[src/rtl/regfile_wb_arbiter.sv]
// regfile_wb_arbiter: merges ALU and buffered load results onto the single register-file write port.
module regfile_wb_arbiter #(
  parameter int XLEN  = 32,
  parameter int DEPTH = 4
) (
  input  logic                     clk,
  input  logic                     rst,
  input  logic                     alu_valid,
  input  logic [4:0]               alu_rd,
  input  logic [XLEN-1:0]          alu_data,
  input  logic                     ld_valid,
  output logic                     ld_ready,
  input  logic [4:0]               ld_rd,
  input  logic [XLEN-1:0]          ld_data,
  output logic                     wr_en,
  output logic [4:0]               wr_reg,
  output logic [XLEN-1:0]          wr_data,
  output logic [31:0]              pend_mask,
  output logic [$clog2(DEPTH):0]   fifo_count
);
  localparam int AW = $clog2(DEPTH);
  logic [4:0]      rd_q [DEPTH];
  logic [XLEN-1:0] data_q [DEPTH];
  logic [DEPTH-1:0] live_q, live_d;
  logic [AW-1:0]   head_q, tail_q;
  logic [AW:0]     count_q;
  logic            wr_en_q;
  logic [4:0]      wr_reg_q;
  logic [XLEN-1:0] wr_data_q;
  logic alu_hit, ld_ok, pop, head_issue, bypass, push;
  assign ld_ready   = (count_q < (AW+1)'(DEPTH)) && !rst;
  assign alu_hit    = alu_valid && alu_rd != 5'd0;
  assign ld_ok      = ld_valid && ld_ready && ld_rd != 5'd0 && !(alu_hit && ld_rd == alu_rd);
  assign pop        = !alu_hit && count_q != '0;
  assign head_issue = pop && live_q[head_q];
  assign bypass     = !alu_hit && count_q == '0 && ld_ok;
  assign push       = ld_ok && !bypass;
  // Live bits double as occupancy for the mask: a popped slot is always cleared.
  always_comb begin
    live_d = live_q;
    for (int i = 0; i < DEPTH; i++)
      if (alu_hit && rd_q[i] == alu_rd) live_d[i] = 1'b0;
    if (pop) live_d[head_q] = 1'b0;
    if (push) live_d[tail_q] = 1'b1;
  end
  always_comb begin
    pend_mask = '0;
    for (int i = 0; i < DEPTH; i++)
      if (live_q[i]) pend_mask[rd_q[i]] = 1'b1;
    pend_mask[0] = 1'b0;
  end
  always_ff @(posedge clk) begin
    if (push) begin
      rd_q[tail_q]   <= ld_rd;
      data_q[tail_q] <= ld_data;
    end
  end
  always_ff @(posedge clk) begin
    if (rst) begin
      live_q    <= '0;
      head_q    <= '0;
      tail_q    <= '0;
      count_q   <= '0;
      wr_en_q   <= 1'b0;
      wr_reg_q  <= '0;
      wr_data_q <= '0;
    end else begin
      live_q    <= live_d;
      head_q    <= pop ? head_q + AW'(1) : head_q;
      tail_q    <= push ? tail_q + AW'(1) : tail_q;
      count_q   <= count_q + {{AW{1'b0}}, push} - {{AW{1'b0}}, pop};
      wr_en_q   <= alu_hit || head_issue || bypass;
      wr_reg_q  <= alu_hit ? alu_rd : head_issue ? rd_q[head_q] : bypass ? ld_rd : wr_reg_q;
      wr_data_q <= alu_hit ? alu_data : head_issue ? data_q[head_q] : bypass ? ld_data : wr_data_q;
    end
  end
  assign wr_en      = wr_en_q;
  assign wr_reg     = wr_reg_q;
  assign wr_data    = wr_data_q;
  assign fifo_count = count_q;
  a_wr_nz:   assert property (@(posedge clk) disable iff (rst) wr_en_q |-> wr_reg_q != 5'd0);
  a_cnt:     assert property (@(posedge clk) disable iff (rst) count_q <= (AW+1)'(DEPTH));
  a_no_over: assert property (@(posedge clk) disable iff (rst) !(ld_valid && ld_ready && count_q == (AW+1)'(DEPTH)));
endmodule

[config.mk]
export PLATFORM = sky130hd
export DESIGN_NAME = regfile_wb_arbiter
export DESIGN_NICKNAME = d
export VERILOG_FILES = /design/src/rtl/regfile_wb_arbiter.sv
export SDC_FILE = /design/constraint.sdc
export NUM_CORES = 1
export LEC_CHECK = 0
export ABC_AREA = 1
export CELL_PAD_IN_SITES_DETAIL_PLACEMENT = 1
export CELL_PAD_IN_SITES_GLOBAL_PLACEMENT = 1
export CORE_MARGIN = 8
export CORE_UTILIZATION = 45
export DETAILED_ROUTE_END_ITERATION = 7
export PLACE_DENSITY_LB_ADDON = 0.1
export SYNTH_ARGS = -nofsm -noshare
export SYNTH_HDL_FRONTEND = slang
export SYNTH_SLANG_ARGS = --single-unit
export TNS_END_PERCENT = 1
[constraint.sdc]
create_clock -name clk -period 4.7 [get_ports clk]
set_clock_uncertainty 0.15 [all_clocks]
set_input_delay 0.47 -clock clk [delete_from_list [all_inputs] [get_ports clk]]
set_output_delay 0.47 -clock clk [all_outputs]
set_load 0.02 [all_outputs]
==> impl_metrics.env, run 1 <==
export IMPL_critical_path_required_ps=4910
export IMPL_fin_area_um2=12800
export IMPL_cts_max_level=4
export IMPL_timing_setup_critical_path_class="primary input to flip-flop"
export IMPL_antenna_found_initial=0
export IMPL_max_vdd_ir_drop_uv=320
export IMPL_cp_end_kind="flip-flop"
export IMPL_rows=56
export IMPL_holdCritPathClass="flip-flop to flip-flop"
export IMPL_synth_seq_cells=199
export IMPL_ys_seq_area_frac=0.513
export IMPL_die_height_um=170
export IMPL_startpoint_type="primary input"
export IMPL_finalSetupViolations=0
export IMPL_largest_reg_flops=128
export IMPL_via_per_inst=5.45
export IMPL_gp_congestion=0.894
export IMPL_io_buffers=150
export IMPL_rr_startpoint="fifo_count[2]"
export IMPL_worstMarginPinSlew_ps=1220
export IMPL_grt_first_pass_wirelength_um=53000
export IMPL_track_usage=0.235
export IMPL_relSlewSlack=0.188
export IMPL_async_flop_share=0
export IMPL_cts_buffer_depth=2
export IMPL_place_ws_ps=860
export IMPL_syn_mean_instance_area_um2=8.69
export IMPL_rrSetupSlack_ps=2170
export IMPL_ios=152
export IMPL_cts_buffers=17
export IMPL_worst_r2r_endpoint="fifo_count[2]"
export IMPL_cts_num_sinks=199
export IMPL_num_vias=9099
export IMPL_core_area_um2=23300
export IMPL_max_freq_mhz=295
export IMPL_cts_tree="done"
export IMPL_clk_pin_slew_ps=80
export IMPL_fill_cells=2789
export IMPL_routedWlPerCell_um=20.2
export IMPL_period_share=0.722
export IMPL_grt_max_degree=85
export IMPL_syn_nets=1315
export IMPL_ys_warn_count=0
export IMPL_dpl_instance_area_um2=12200
export IMPL_ys_types=37
export IMPL_fp_dieW_um=170
export IMPL_dpl_hpwl_um=22900
export IMPL_drtIter0Drc=529
export IMPL_drc=0
export IMPL_initial_core_util=0.457
export IMPL_dieArea_um2=28800
export IMPL_tns_ps=0
export IMPL_ctsRootBufferMaster="clkbuf_16"
export IMPL_fin_crit_ps=3390
export IMPL_powerDensity_nw_per_um2=441
export IMPL_hold_buffers=0
export IMPL_leakage_uw=0.00510
export IMPL_status="finished clean"
export IMPL_post_cts_setup_buffers=0
export IMPL_netlist_area_um2=10700
export IMPL_clkLatencyLatePin_ps=430
export IMPL_cp_startpoint="alu_rd[2]"
export IMPL_cts_resized=0
export IMPL_drt_first_pass_iters=5
export IMPL_area_growth_pct=19.7
export IMPL_nNetsFinal=1428
export IMPL_regMostFlops="data_q"
export IMPL_antenna_cells=0
export IMPL_finalPower_uw=5620
export IMPL_synth_top_flop_cell="edfxtp_1"
export IMPL_hold_viol=0
export IMPL_crit_end="fifo_count[2]"
export IMPL_wl_um=33800
export IMPL_worstPathMaxFanout=56
export IMPL_drv_slew=0
export IMPL_r2r_cells=13
export IMPL_grt_pass1_vias=9813
export IMPL_syn_inst=1226
export IMPL_synth_edf_count=148
export IMPL_postRouteAntennaNets=0
export IMPL_gr_total_overflow=0
export IMPL_rsz0062_at_grt="false"
export IMPL_arrival_ps=3600
export IMPL_maxCapViolations=0
export IMPL_layout_setup_ws_ps=1310
export IMPL_drive_above_1_share=0.0732
-- cell usage in the layout (no fill, tap or decap), types with 2 or more instances in the layout --
master,n
inv_1,88
nor2_2,2
inv_8,4
a21oi_1,32
a22oi_1,2
inv_6,4
nand3_2,32
o21ai_0,13
dfxtp_1,50
nor3_1,15
o221ai_1,31
xor2_1,11
nor2_1,133
nand2_1,384
ha_1,10
clkinv_8,3
clkbuf_16,17
nand2_2,2
nand2_4,2
inv_2,10
xnor2_1,6
o21ai_1,2
nand3b_1,37
o22a_1,22
clkinvlp_4,2
clkdlybuf4s50_1,150
buf_4,14
nand3_1,110
edfxtp_1,148
nand4_1,5
-- through the flow --
step,std cells,hold WS [ps],util
6_report,1671,434,0.546
5_1_grt,1671,458,0.546
4_1_cts,1671,438,0.546
3_5_place_dp,1639,407,0.522
3_3_place_gp,1639,382,0.522
2_1_floorplan,1226,344,-
-- metal layers --
metal | vias up | GRT usage | part of all wire
li1 | 4320 | - | -
met1 | 4473 | 0.265 | 0.41
met2 | 251 | 0.435 | 0.52
met3 | 55 | 0.0385 | 0.048
met4 | 0 | 0.0904 | 0.024
met5 | - | 0 | 0
-- worst max-delay path, cell delays in order --
cell,delay [ps]
clkdlybuf4s50_1,750
nor2_2,50
nand3_1,100
nand2_2,70
inv_4,460
nor2_1,130
nor2_2,250
inv_2,100
ha_1,290
inv_1,40
ha_1,180
fa_1,350
inv_1,80
o21ai_0,80
a21oi_1,170
-- worst min path at each step --
stage	slack, ps	cells after the start	from	endpoint
after floorplan	340	2	live_q[1]	live_q[1]
after global routing	460	3	wr_reg[3]	wr_reg[3]
after CTS	440	3	wr_data[16]	wr_data[16]
after global placement	380	1	head_q[0]	flip-flop
final	430	3	wr_data[16]	wr_data[16]
after detailed placement	410	1	head_q[0]	head_q[0]
-- logic make-up (layout without fill, tap and decap cells) --
logic type,after synthesis,count (layout),share of synthesized area
other cells,1,1,0.000352
compound gates,104,104,0.0692
simple gates,725,725,0.309
flops,199,199,0.513
fa+ha+maj,11,11,0.0136
buf+inv,169,295,0.0811
xor+xnor,17,17,0.0140
-- final cells by class --
| class | instances | area, um2 | share of cell area |
|---|---|---|---|
| clock buffer | 18 | 429 | 0.0337 |
| sequential | 199 | 5470 | 0.429 |
| clock inverter | 14 | 153 | 0.0120 |
| inverter | 99 | 374 | 0.0293 |
| timing repair buffer | 164 | 1610 | 0.126 |
| multi-input combinational | 858 | 4320 | 0.339 |
| tap | 319 | 399 | 0.0313 |
-- power by group --
| group | total (uW) | switching [uW] | internal, uW |
|---|---|---|---|
| clock | 1430 | 712 | 714 |
| combinational | 2020 | 1360 | 661 |
| sequential | 2180 | 109 | 2070 |
-- synth_stat cells (all sizes together) (10+ instances only) --
cell	number	share of area
nand2	388	0.14
edfxtp	148	0.42
nand3	143	0.083
nor2	136	0.049
inv	99	0.035
buf	52	0.040
dfxtp	51	0.096
nand3b	37	0.026
a21oi	33	0.017
o221ai	31	0.025
o22a	22	0.018
clkbuf	18	0.0063
nor3	16	0.0086
o21ai	15	0.0070
xor2	11	0.0090
ha	10	0.012
Power figures use the tool's default switching activity.
==> inputs of run 2 (changes only) <==
--- a/config.mk
+++ b/config.mk
@@ -9,7 +9,7 @@
 export CELL_PAD_IN_SITES_DETAIL_PLACEMENT = 1
 export CELL_PAD_IN_SITES_GLOBAL_PLACEMENT = 1
 export CORE_MARGIN = 8
-export CORE_UTILIZATION = 45
+export CORE_UTILIZATION = 42
 export DETAILED_ROUTE_END_ITERATION = 7
 export PLACE_DENSITY_LB_ADDON = 0.1
 export SYNTH_ARGS = -nofsm -noshare
==> constraint.sdc (replaced) <==
create_clock -name clk -period 3.2 [get_ports clk]
set_clock_uncertainty 0.15 [all_clocks]
set_input_delay 0.32 -clock clk [delete_from_list [all_inputs] [get_ports clk]]
set_output_delay 0.32 -clock clk [all_outputs]
set_load 0.02 [all_outputs]
==> run 2 against run 1 <==
First-iteration DRC count is 15% higher. Sequential cell count unchanged. Via count is 2.2% higher. Power increased by 51%. Non-clock buffer count grew 20. Cell area up 2.1%. Count of clock-buffer cells in the layout down 1. Cell count is 1.9% higher. Critical endpoint is now pend_mask[16]. Highest routed layer unchanged.
==> impl_metrics.env, run 2 (synthesis gave the netlist of run 1 again) <==
export IMPL_cts_tree="done"
export IMPL_wl_um=37100
export IMPL_cp_end_kind="output pin"
export IMPL_whs_path_depth=1
export IMPL_wl_met1_um=15200
export IMPL_drc=0
export IMPL_cts_num_sinks=199
export IMPL_max_freq_mhz=321
export IMPL_startpoint_type="flip-flop"
export IMPL_r2r_cells=12
export IMPL_cts_buffers=17
export IMPL_fin_crit_ps=3120
export IMPL_cts_max_level=4
export IMPL_rsz0062_at_grt="false"
export IMPL_grt_pass1_vias=9976
export IMPL_status="finished clean"
export IMPL_gp_congestion=0.940
export IMPL_min_from="ld_data[21]"
export IMPL_maxCapViolations=0
export IMPL_finalSetupViolations=0
export IMPL_antenna_found_initial=0
export IMPL_antenna_cells=0
export IMPL_critPathSlowestCell="clkdlybuf4s50_1"
export IMPL_layout_common_cells="nand2_1 (384), clkdlybuf4s50_1 (150), edfxtp_1 (148)"
export IMPL_largest_reg_flops=128
export IMPL_hold_viol=0
export IMPL_holdWs_ps=382
export IMPL_place_ws_ps=100
export IMPL_drive_above_1_share=0.0911
export IMPL_period_share=0.973
export IMPL_num_vias=9302
export IMPL_area_growth_pct=22.2
export IMPL_dieArea_um2=30700
export IMPL_postRouteAntennaNets=0
export IMPL_ctsRootBufferMaster="clkbuf_16"
export IMPL_min_to="data_q[0][21]"
export IMPL_max_vdd_ir_drop_uv=389
export IMPL_drtIter0Drc=609
export IMPL_grt_max_degree=61
export IMPL_die_height_um=175
export IMPL_drv_slew=0
export IMPL_hold_buffers=0
export IMPL_cts_buffer_depth=2
export IMPL_timing_setup_critical_path_class="flip-flop to output pin"
export IMPL_highest_layer="met4"
export IMPL_ios=152
export IMPL_rrSetupSlack_ps=680
export IMPL_relSlewSlack=0.434
export IMPL_arrival_ps=2650
export IMPL_io_buffers=150
export IMPL_dpl_hpwl_um=25600
export IMPL_max_stage_delay_ps=680
export IMPL_fp_dieW_um=175
export IMPL_rows=58
export IMPL_wl_met3_um=1830
export IMPL_leakage_uw=0.00522
export IMPL_gr_total_overflow=0
export IMPL_track_usage=0.244
export IMPL_worst_r2r_endpoint="fifo_count[2]"
export IMPL_nNetsFinal=1448
export IMPL_critical_path_required_ps=2730
export IMPL_path_cells="inv_1 > nand3_1 > o22a_1 > o221ai_1 > clkdlybuf4s50_1"
export IMPL_rr_startpoint="fifo_count[1]"
export IMPL_powerDensity_nw_per_um2=650
export IMPL_drt_first_pass_iters=5
export IMPL_clkLatencyLatePin_ps=450
export IMPL_worstMarginPinSlew_ps=848
export IMPL_wl_met2_um=18500
export IMPL_worstPathMaxFanout=7
export IMPL_core_area_um2=25000
export IMPL_initial_core_util=0.425
export IMPL_layout_commonest_cell="nand2_1"
export IMPL_routedWlPerCell_um=21.8
export IMPL_clk_pin_slew_ps=90
export IMPL_holdCritPathClass="primary input to flip-flop"
export IMPL_tns_ps=0
export IMPL_fill_cells=2911
export IMPL_grt_first_pass_wirelength_um=57900
export IMPL_regMostFlops="data_q"
export IMPL_layout_setup_ws_ps=85.0
export IMPL_via_per_inst=5.47
run 2: cell count changes in the layout (fill, tap and decap cells not counted), sizes merged:
cell	before	now
clkinv	4	5
clkbuf	18	17
buf	14	34
clkinvlp	2	0
inv	107	109
run 2: final cells by class:
cell class	count	area, um2	area share
Clock buffer	17	425	0.0327
Clock inverter	15	169	0.0130
Inverter	99	374	0.0287
Multi-Input combinational cell	858	4330	0.332
Sequential cell	199	5470	0.420
Tap cell	330	413	0.0317
Timing Repair Buffer	184	1840	0.142
run 2: how the worst max path moves through the flow:
| stage | slack, ps | start | endpoint | cells past startpoint |
|---|---|---|---|---|
| global placement | 160 | alu_rd[3] | fifo_count[2] | 14 |
| CTS | 100 | rd_q[0][0] | pend_mask[16] | 5 |
| global route | 30 | rd_q[2][1] | pend_mask[20] | 5 |
| finish | 80 | rd_q[0][0] | pend_mask[16] | 5 |
| detailed placement | 100 | ld_rd[1] | fifo_count[2] | 17 |
| floorplan | 590 | rst | data_q[0][0] | 8 |
run 2: report_power, final:
part	total [uW]	switching, uW	internal [uW]
combinational	3070	2030	1040
clock	2180	1110	1060
sequential	3220	180	3040
total	8460	3330	5140
run 2: routing by layer:
metal  global-route usage  vias up
li1                     -     4363
met1                0.283     4524
met2                0.425      324
met3               0.0421       91
met4                0.127        0
met5                    0        -
run 2: critical path: cells and delay by family, from the launching register on:
kind / cells / cell delay [ps]
buf+inv: 2 / 860
flops: 1 / 520
compound gates: 2 / 440
simple gates: 1 / 370
run 2: repair_timing:
item	4_1_cts	5_1_grt
endpoints found under the hold margin	0	0
endpoints found under the setup margin	0	1
resized for setup	0	1
buffers inserted	0	0
run 2: through the flow:
step	total power, uW	area [um2]	cells	util
after floorplan	5320	10700	1226	-
after global placement	6290	12400	1670	0.496
after detailed placement	6370	12400	1670	0.496
after CTS	8560	13000	1702	0.520
after global routing	8950	13000	1702	0.520
final	8460	13000	1702	0.520
==> inputs of run 3 (changes only) <==
--- a/config.mk
+++ b/config.mk
@@ -11,6 +11,7 @@
 export CORE_MARGIN = 8
 export CORE_UTILIZATION = 42
 export DETAILED_ROUTE_END_ITERATION = 7
+export MAX_ROUTING_LAYER = met4
 export PLACE_DENSITY_LB_ADDON = 0.1
 export SYNTH_ARGS = -nofsm -noshare
 export SYNTH_HDL_FRONTEND = slang
==> run 3 against run 2 <==
Cell area increased by 0.47%. Sequential cell count unchanged. Combinational power about the same. Cell count is 0.12% higher. Die area did not move. Largest cell class unchanged. Utilization up 0.24 points. Non-clock buffer count up 2. Worst hold slack got worse by 3.2 ps. Critical path depth unchanged.
==> impl_metrics.env, run 3 (synthesis gave the netlist of run 1 again) <==
export IMPL_cts_buffers=17
export IMPL_gp_congestion=0.922
export IMPL_worstPathMaxFanout=7
export IMPL_leakage_uw=0.00526
export IMPL_powerDensity_nw_per_um2=660
export IMPL_io_buffers=150
export IMPL_dieArea_um2=30700
export IMPL_gr_total_overflow=0
export IMPL_ios=152
export IMPL_path_cells="inv_1 > nand3_1 > o22a_1 > o221ai_1 > clkdlybuf4s50_1"
export IMPL_post_cts_setup_buffers=0
export IMPL_initial_core_util=0.425
export IMPL_antenna_found_initial=0
export IMPL_regMostFlops="data_q"
export IMPL_tns_ps=0
export IMPL_rrSetupSlack_ps=700
export IMPL_maxCapViolations=0
export IMPL_utilization=0.523
export IMPL_holdCritPathClass="primary input to flip-flop"
export IMPL_drc=0
export IMPL_worst_r2r_endpoint="fifo_count[2]"
export IMPL_clkLatencyLatePin_ps=450
export IMPL_grt_max_degree=48
export IMPL_critPathSlowestCell="clkdlybuf4s50_1"
export IMPL_grt_pass1_vias=9852
export IMPL_min_to="wr_data[10]"
export IMPL_max_freq_mhz=323
export IMPL_die_height_um=175
export IMPL_drive_above_1_share=0.0932
export IMPL_cts_buffer_depth=2
export IMPL_critical_path_required_ps=2730
export IMPL_arrival_ps=2630
export IMPL_period_share=0.968
export IMPL_cts_tree="done"
export IMPL_fp_dieW_um=175
export IMPL_via_per_inst=5.53
export IMPL_fin_crit_ps=3100
export IMPL_fin_area_um2=13100
export IMPL_nNetsFinal=1450
export IMPL_drtIter0Drc=662
export IMPL_wl_um=37300
export IMPL_dpl_instance_area_um2=12400
export IMPL_rr_startpoint="fifo_count[2]"
export IMPL_drv_slew=0
export IMPL_relSlewSlack=0.416
export IMPL_status="finished clean"
export IMPL_track_usage=0.250
export IMPL_layout_commonest_cell="nand2_1"
export IMPL_timing_setup_critical_path_class="flip-flop to output pin"
export IMPL_min_from="alu_data[10]"
export IMPL_ctsRootBufferMaster="clkbuf_16"
export IMPL_max_vdd_ir_drop_uv=425
export IMPL_grt_first_pass_wirelength_um=57900
export IMPL_dpl_hpwl_um=25600
export IMPL_cts_resized=0
export IMPL_clk_pin_slew_ps=90
export IMPL_largest_reg_flops=128
export IMPL_startpoint_type="flip-flop"
export IMPL_layout_common_cells="nand2_1 (384), clkdlybuf4s50_1 (150), edfxtp_1 (148)"
export IMPL_whs_path_depth=5
export IMPL_hold_viol=0
export IMPL_num_vias=9418
export IMPL_area_growth_pct=22.8
export IMPL_core_area_um2=25000
export IMPL_hold_buffers=0
export IMPL_finalSetupViolations=0
export IMPL_worstMarginPinSlew_ps=874
export IMPL_cts_max_level=4
export IMPL_r2r_cells=13
export IMPL_antenna_cells=0
export IMPL_holdWs_ps=378
export IMPL_cts_num_sinks=199
export IMPL_cp_end_kind="output pin"
export IMPL_rsz0062_at_grt="false"
export IMPL_max_stage_delay_ps=670
export IMPL_postRouteAntennaNets=0
export IMPL_rows=58
export IMPL_drt_first_pass_iters=7
export IMPL_routedWlPerCell_um=21.9
## run 3: how the worst max path moves through the flow
stage	from	endpoint	slack, ps	depth (start not counted)
2_1_floorplan	rst	data_q[0][0]	590	8
3_3_place_gp	ld_rd[2]	fifo_count[2]	210	15
3_5_place_dp	alu_rd[3]	fifo_count[2]	160	16
4_1_cts	rd_q[2][0]	pend_mask[22]	40	4
5_1_grt	rd_q[2][0]	pend_mask[20]	50	5
6_report	rd_q[2][0]	pend_mask[20]	100	5
## run 3: critical path: cells and delay by family, from the launching register on
kind                   cells  cell delay, ps
AOI/OAI and AO/OA          2             440
and+or+nand+nor            1             370
DFF                        1             530
buffers and inverters      2             840
## run 3: metrics by stage
stage	cells	total power [uW]	setup slack, ps
after global routing	1704	9100	51.1
after CTS	1704	8720	36.5
after floorplan	1226	5320	585
after global placement	1672	6290	208
final	1704	8640	103
after detailed placement	1672	6350	159
## run 3: cell type report
type	instances	area, um2
Fill cell	2944	12000
Multi-Input combinational cell	858	4330
Tap cell	330	413
Timing Repair Buffer	186	1860
Clock inverter	15	215
Clock buffer	17	425
Inverter	99	374
Sequential cell	199	5470
## run 3: per-layer routing
metal | global-route usage | vias to the layer above | wire length (um)
li1 | - | 4366 | -
met1 | 0.298 | 4645 | 15800
met2 | 0.417 | 327 | 18400
met3 | 0.0397 | 80 | 1820
met4 | 0.101 | 0 | 1280
met5 | - | - | 0
## run 3: where the power goes
part | total [uW] | internal (uW) | switching, uW
Clock | 2350 | 1160 | 1190
Sequential | 3230 | 3040 | 193
Combinational | 3060 | 1030 | 2030
